$ cat src/rtl/instr_decoder.sv
// Registered decoder splitting the instruction register into ALU, bus
// and control-unit bundles; conditional jumps are resolved from zf/cf.
module instr_decoder (
    input  logic        clk,
    input  logic        rst,
    input  logic        en,
    input  logic [31:0] ir,
    input  logic        zf,
    input  logic        cf,
    output logic [2:0]  alu_op,
    output logic        alu_a_sel,
    output logic [3:0]  alu_s_reg,
    output logic [3:0]  alu_b_reg,
    output logic [3:0]  alu_a_reg,
    output logic [63:0] alu_a_imm,
    output logic [1:0]  bus_op,
    output logic        bus_data_type,
    output logic [3:0]  bus_data_reg,
    output logic [3:0]  bus_addr_reg,
    output logic [16:0] bus_addr_offset,
    output logic [2:0]  cu_op,
    output logic [7:0]  cu_exit_code_imm,
    output logic [25:0] cu_jmp_offset,
    output logic [3:0]  cu_reg0,
    output logic [3:0]  cu_reg1
);

    localparam logic [2:0] ALU_NOP  = 3'd0;
    localparam logic [2:0] ALU_ADD  = 3'd1;
    localparam logic [2:0] ALU_SUB  = 3'd2;
    localparam logic [2:0] ALU_MULW = 3'd3;
    localparam logic [2:0] ALU_AND  = 3'd4;
    localparam logic [2:0] ALU_SHR  = 3'd5;
    localparam logic [2:0] ALU_SHL  = 3'd6;

    localparam logic [1:0] BUS_NOP   = 2'd0;
    localparam logic [1:0] BUS_FETCH = 2'd1;
    localparam logic [1:0] BUS_STORE = 2'd2;

    localparam logic [2:0] CU_NOP      = 3'd0;
    localparam logic [2:0] CU_HALT_IMM = 3'd1;
    localparam logic [2:0] CU_HALT_REG = 3'd2;
    localparam logic [2:0] CU_REL_JMP  = 3'd3;
    localparam logic [2:0] CU_ABS_JMP  = 3'd4;

    localparam logic SEL_REG = 1'b0;
    localparam logic SEL_IMM = 1'b1;
    localparam logic BYTE    = 1'b0;
    localparam logic QUAD    = 1'b1;

    typedef struct packed {
        logic [2:0]  alu_op;
        logic        alu_a_sel;
        logic [3:0]  alu_s;
        logic [3:0]  alu_b;
        logic [3:0]  alu_a;
        logic [63:0] alu_imm;
        logic [1:0]  bus_op;
        logic        bus_type;
        logic [3:0]  bus_data;
        logic [3:0]  bus_addr;
        logic [16:0] bus_off;
        logic [2:0]  cu_op;
        logic [7:0]  cu_exit;
        logic [25:0] cu_jmp;
        logic [3:0]  cu_reg0;
        logic [3:0]  cu_reg1;
    } dec_t;

    dec_t       dec_d;
    dec_t       dec_q;
    logic [7:0] opc;

    assign opc = ir[31:24];

    always_comb begin
        dec_d           = '0;
        dec_d.alu_op    = ALU_NOP;
        dec_d.alu_a_sel = SEL_REG;
        dec_d.alu_s     = ir[23:20];
        dec_d.alu_b     = ir[19:16];
        dec_d.alu_a     = ir[15:12];
        dec_d.alu_imm   = {48'd0, ir[15:0]};
        dec_d.bus_op    = BUS_NOP;
        dec_d.bus_type  = BYTE;
        dec_d.bus_data  = ir[23:20];
        dec_d.bus_addr  = ir[19:16];
        dec_d.bus_off   = {ir[15], ir[15:0]};
        dec_d.cu_op     = CU_NOP;
        dec_d.cu_exit   = ir[23:16];
        dec_d.cu_jmp    = {ir[23:0], 2'b00};
        dec_d.cu_reg0   = ir[23:20];
        dec_d.cu_reg1   = ir[19:16];

        case (opc)
            8'h10: begin
                // ldzwq: load a 20-bit immediate via ADD with zeroed sources
                dec_d.alu_op    = ALU_ADD;
                dec_d.alu_a_sel = SEL_IMM;
                dec_d.alu_b     = 4'd0;
                dec_d.alu_a     = 4'd0;
                dec_d.alu_imm   = {44'd0, ir[19:0]};
            end
            8'h11: dec_d.alu_op = ALU_ADD;
            8'h12: begin
                dec_d.alu_op    = ALU_ADD;
                dec_d.alu_a_sel = SEL_IMM;
            end
            8'h13: dec_d.alu_op = ALU_SUB;
            8'h14: begin
                dec_d.alu_op    = ALU_SUB;
                dec_d.alu_a_sel = SEL_IMM;
            end
            8'h15: dec_d.alu_op = ALU_MULW;
            8'h16: dec_d.alu_op = ALU_AND;
            8'h17: begin
                dec_d.alu_op    = ALU_SHR;
                dec_d.alu_a_sel = SEL_IMM;
            end
            8'h18: begin
                dec_d.alu_op    = ALU_SHL;
                dec_d.alu_a_sel = SEL_IMM;
            end
            default: ;
        endcase

        case (opc)
            8'h20: dec_d.bus_op = BUS_FETCH;
            8'h22: dec_d.bus_op = BUS_STORE;
            8'h23: begin
                dec_d.bus_op   = BUS_FETCH;
                dec_d.bus_type = QUAD;
            end
            8'h24: begin
                dec_d.bus_op   = BUS_STORE;
                dec_d.bus_type = QUAD;
            end
            default: ;
        endcase

        case (opc)
            8'h01: dec_d.cu_op = CU_HALT_IMM;
            8'h02: dec_d.cu_op = CU_HALT_REG;
            8'h03: dec_d.cu_op = !zf ? CU_REL_JMP : CU_NOP;
            8'h04: dec_d.cu_op = zf ? CU_REL_JMP : CU_NOP;
            8'h05: dec_d.cu_op = CU_REL_JMP;
            8'h06: dec_d.cu_op = cf ? CU_REL_JMP : CU_NOP;
            8'h07: dec_d.cu_op = CU_ABS_JMP;
            8'h08: dec_d.cu_op = (zf | cf) ? CU_REL_JMP : CU_NOP;
            8'h09: dec_d.cu_op = (!zf & !cf) ? CU_REL_JMP : CU_NOP;
            8'h0A: dec_d.cu_op = !cf ? CU_REL_JMP : CU_NOP;
            default: ;
        endcase
    end

    always_ff @(posedge clk) begin
        if (rst) begin
            dec_q <= '0;
        end else if (en) begin
            dec_q <= dec_d;
        end
    end

    assign alu_op           = dec_q.alu_op;
    assign alu_a_sel        = dec_q.alu_a_sel;
    assign alu_s_reg        = dec_q.alu_s;
    assign alu_b_reg        = dec_q.alu_b;
    assign alu_a_reg        = dec_q.alu_a;
    assign alu_a_imm        = dec_q.alu_imm;
    assign bus_op           = dec_q.bus_op;
    assign bus_data_type    = dec_q.bus_type;
    assign bus_data_reg     = dec_q.bus_data;
    assign bus_addr_reg     = dec_q.bus_addr;
    assign bus_addr_offset  = dec_q.bus_off;
    assign cu_op            = dec_q.cu_op;
    assign cu_exit_code_imm = dec_q.cu_exit;
    assign cu_jmp_offset    = dec_q.cu_jmp;
    assign cu_reg0          = dec_q.cu_reg0;
    assign cu_reg1          = dec_q.cu_reg1;

endmodule

$ cat config.mk
export PLATFORM = sky130hd
export DESIGN_NAME = instr_decoder
export DESIGN_NICKNAME = d
export VERILOG_FILES = /design/src/rtl/instr_decoder.sv
export SDC_FILE = /design/constraint.sdc
export NUM_CORES = 1
export LEC_CHECK = 0
export CAP_MARGIN = 0
export CORE_UTILIZATION = 38
export DETAILED_ROUTE_END_ITERATION = 10
export HOLD_SLACK_MARGIN = 0.12
export PLACE_DENSITY = 0.92
export SYNTH_ARGS = -nofsm -noshare
export SYNTH_HDL_FRONTEND = slang
export SYNTH_SLANG_ARGS = --single-unit
$ cat constraint.sdc
create_clock -name clk -period 2.88 [get_ports clk]
set_clock_uncertainty 0.05 [all_clocks]
set_input_delay 0.72 -clock clk [delete_from_list [all_inputs] [get_ports clk]]
set_output_delay 0.72 -clock clk [all_outputs]
set_load 0.05 [all_outputs]
# --- Yosys cells after proc, flatten, opt, wreduce, memory -nomap -nowiden ---
# Cells that the tools add are included.
classes:
  eq_ne: 23
  n_mux: 12
  bitwise: 2
  reduce_logical: 8
ops:
  columns: ["operator", "n"]
  rows:
  - ["equality test 8 x 5 -> 1 bit (second input constant)", 9]
  - ["two-way mux 72 bit", 1]
  - ["equality test 8 x 3 -> 1 bit (second input constant)", 4]
  - ["equality test 8 x 6 -> 1 bit (second input constant)", 4]
  - ["one-hot mux 3 bit (10 select lines)", 1]
  - ["equality test 8 x 4 -> 1 bit (second input constant)", 3]
  - ["one-hot mux 3 bit (6 select lines)", 1]
  - ["equality test 8 x 2 -> 1 bit (second input constant)", 2]
  - ["two-way mux 2 bit", 6]
  - ["equality test 8 x 1 -> 1 bit (second input constant)", 1]
  - ["OR reduction 2 bit", 4]
  - ["OR reduction 5 bit", 1]
  - ["one-hot mux 2 bit (2 select lines)", 1]
  - ["OR reduction 3 bit", 1]
  - ["zero test 1 bit", 2]
  - ["two-way mux 1 bit", 2]
  - ["bitwise AND 1 bit", 1]
  - ["OR 1 bit", 1]
word_totals:
  register_bits: 138
  inputBits: 37
  elab_cells: 58

# --- Logic depth before layout (Yosys ltp) ---
logic_depth:
  word_depth: 4
  ltp_mapped: 7
  depth_no_buf: 5

# --- Worst setup path before layout ---
# No wires, ideal clock.
synth_path:
  kind: "input to register"
  start: "in ir[27]"
  end: "reg dec_q (netlist bit cu_op[0])"
  setup_time_ps: 118
  t_arrival_ps: 1574
  required_ps: 2712
  path_slack_ps: 1138
  stages: 7
  cell_sequence: "buf_6 -> nor2b_1 -> buf_4 -> a22o_1 -> a21oi_1 -> o221a_1 -> o21ai_1"
synth_via:
  elab_chain_cells: 2
synth_rtl:
  columns: ["item", "line_no", "text"]
  rows:
  - ["start, declared", "7", "input logic [31:0] ir,"]
  - ["equality test 8 x 4 -> 1 bit (tied with other cells)", "141", "case (opc)"]
  - ["one-hot mux 3 bit (10 select lines) *", "141", null]
  - ["end signal, assigned", "158", "dec_q <= '0;"]
  - ["end signal, assigned", "160", "dec_q <= dec_d;"]
  - ["end, declared", "71", "dec_t dec_q;"]
# Mark *: on every way between the ends. The rest lies on a longest branch, timed or not.
# A chain may end at the register's enable or synchronous reset.

# --- Worst setup path after layout ---
layout_path:
  start: "reg dec_q (netlist bit cu_exit_code_imm[5])"
  end: "out cu_exit_code_imm[5]"
layout_rtl:
  columns: ["item", "line_no", "text"]
  rows:
  - ["end, declared", "22", "output logic [7:0] cu_exit_code_imm,"]
# No word-level cell between the ends.

==> impl_metrics.toml <==
[status]
status = "completed"

[sta]
rsz0062_at_grt = "no"
tightest_slew_ns = 0.537
hold_violations = 0
period_needed_ns = 2.35
fmax_mhz = 426
whs_ns = 0.403
finalCritPeriodShare_pct = 81.5
slew_violations = 0
setup_viol = 0
tns_ns = 0
max_slew_margin_pct = 64.1
setup_ws_ns = 0.532

[grt]
antenna_found_initial = 0
grt-busiest-layer = "met2"
grt_pass1_wl_um = 9440
met3_usage_pct = 1.99
grt_max_degree = 28
grtUsageMet2_pct = 31.4
grtUsageTotal_pct = 16.0
grt_remaining_overflow = 0
grtUsageMet1_pct = 16.4
grt_pass1_vias = 1979

[synthesis]
syn_area_um2 = 2750
synth_edf_count = 0
synth_most_common_cell = "buf_4"
synth.top_cell.area_share_pct = 33.5
synth_seq_area_share_pct = 33.5
avgSynthCellArea_um2 = 8.29
synthTopCellsByCount = "108 x buf_4, 46 x dfxtp_1, 37 x nor2_1"
synthTopCellsByArea = "dfxtp_1 34%, buf_4 30%, mux2i_1 8.8%"
synth_cell_type_count = 36
syn_inst = 331
yosys_most_used_dff = "dfxtp_1"
yosysTopAreaCell = "dfxtp_1"
synthArstFlopShare_pct = 0
ys.warnings.count = 0
ys_seq_elements = 46

[routing]
drt_iter0_drc = 66
ant_nets = 0
vias = 2259
via_per_inst = 4.46
dr.pass1.iters = 4
wl_per_cell_um = 12.8
routed_wl_um = 6480
drc = 0

[floorplan]
die_width_um = 87.0
dieArea_um2 = 7570
io_pins = 190
rows = 30
initial_core_util_pct = 40.0
core_area_um2 = 6870
die_h_um = 87.0

[placed_design]
port_buffers = 143
dp_slack_ns = 0.363
dp_hpwl_um = 5050
gp_congestion = 0.888

[worst_setup_path]
start_kind = "register"
r2r_slack_ns = 2.14
crit_type = "reg2out"
crit_chain = "clkdlybuf4s50_1"
critPathArrivalTime_ns = 1.58
worstPathRequired_ns = 2.11
crit_family = "buffers and inverters"
cp-end-kind = "output port"
cp_slowest_cell = "clkdlybuf4s50_1"
worst_path_largest_cell_delay_ns = 0.85
crit_path_max_fanout = 6
worst-path-buf-inv = 1

[cells_and_area]
fin_nets = 446
syn2layout_area_growth_pct = 35.9
drive_gt1_share_pct = 5.37
largest_reg_flops = 15
fillers = 645
register_area_um2 = 921
multi_input_area_um2 = 1100
diodes = 0

[clock_tree]
clk_pin_slew_ns = 0.08
cts_resized = 0
post_cts_buffers = 0
cts-root-buf = "clkbuf_8"
cts_buffers = 5
cts.sink_count = 46
cts_tree = "built"
postCtsHoldBufs = 0
htreeDepth = 2
clkLatencyLatePin_ns = 0.29
clockBufferDepth = 2

[power_and_ir_drop]
power_density_nw_per_um2 = 502
p_comb_share_pct = 38.2
p_switching_mw = 0.749
clkPwrFrac_pct = 25.0
vdd_drop_max_uv = 183
leakage_nw = 1.49
pwr-share-seq_pct = 36.7
cell_internal_pwr_mw = 1.12
sw_frac_of_total_pct = 40.0

[worst_hold_path]
hold_class = "reg2reg"

[run]
cap_violations = 0
## through the flow
step / instance area, um2 / power (mW) / instances / utilization (%)
finish: 3730 / 1.87 / 506 / 54.3
global route: 3730 / 1.95 / 506 / 54.3
CTS: 3730 / 1.89 / 506 / 54.3
detailed placement: 3620 / 1.42 / 498 / 52.7
global placement: 3620 / 1.41 / 498 / 52.7
floorplan: 2910 / 1.31 / 376 / -
## cells in the final DEF (no fill, tap or decap), types with 2 or more instances in the layout
master           synthesis  routed
inv_1                    2       2
nor2_1                  37      37
a21oi_1                 24      24
clkbuf_8                 0       5
o21ai_0                  4       4
nand3_1                 20      20
buf_4                  108       7
mux2i_1                 24      24
nor3_1                   2       2
conb_1                   1      46
nor4_1                   3       3
clkdlybuf4s50_1          0     141
clkinv_2                 0       2
and2_1                   2       2
a22o_1                   2       2
dfxtp_1                 46      46
nand2_1                 22      22
buf_2                    6       2
## final cells by class
cell class | instances | area share [%]
timing repair buffer | 150 | 39.5
clock inverter | 3 | 1.07
multi-input combinational | 203 | 29.4
sequential | 46 | 24.7
clock buffer | 5 | 1.84
inverter | 3 | 0.302
tap | 96 | 3.22
## logic make-up after synthesis
kind of cell / share of synthesized area [%]
simple gates: 15.5
buf+inv: 32.7
other cells: 0.137
flops: 33.5
mux: 8.75
compound gates: 9.07
xor+xnor: 0.319
## worst paths after layout
path                       startpoint                   to  cells after the start
setup / recovery  cu_exit_code_imm[5]  cu_exit_code_imm[5]                      1
hold / removal              alu_a_sel            alu_a_sel                      2
setup reg to reg  cu_exit_code_imm[5]  cu_exit_code_imm[5]                      2
hold reg to reg             alu_a_sel            alu_a_sel                      2
## layer usage
layer  share of wire (%)  vias up
met4                 2.2        0
met3                 5.6       12
met1                  38     1043
met2                  54      108
li1                    -     1096
met5                   0        -
## worst min-delay path, cell delays in order (launching register included)
cell and delay [ns]:
dfxtp_1 0.32, nand2_1 0.05, a21oi_1 0.05
## power by group through the flow
stage	clock network [mW]	registers (mW)	logic (mW)
after global routing	0.510	0.693	0.744
after CTS	0.486	0.689	0.718
after floorplan	0	0.791	0.522
after detailed placement	0	0.704	0.717
after global placement	0	0.701	0.709
final	0.469	0.688	0.716
(Power assumes the default switching activity.)
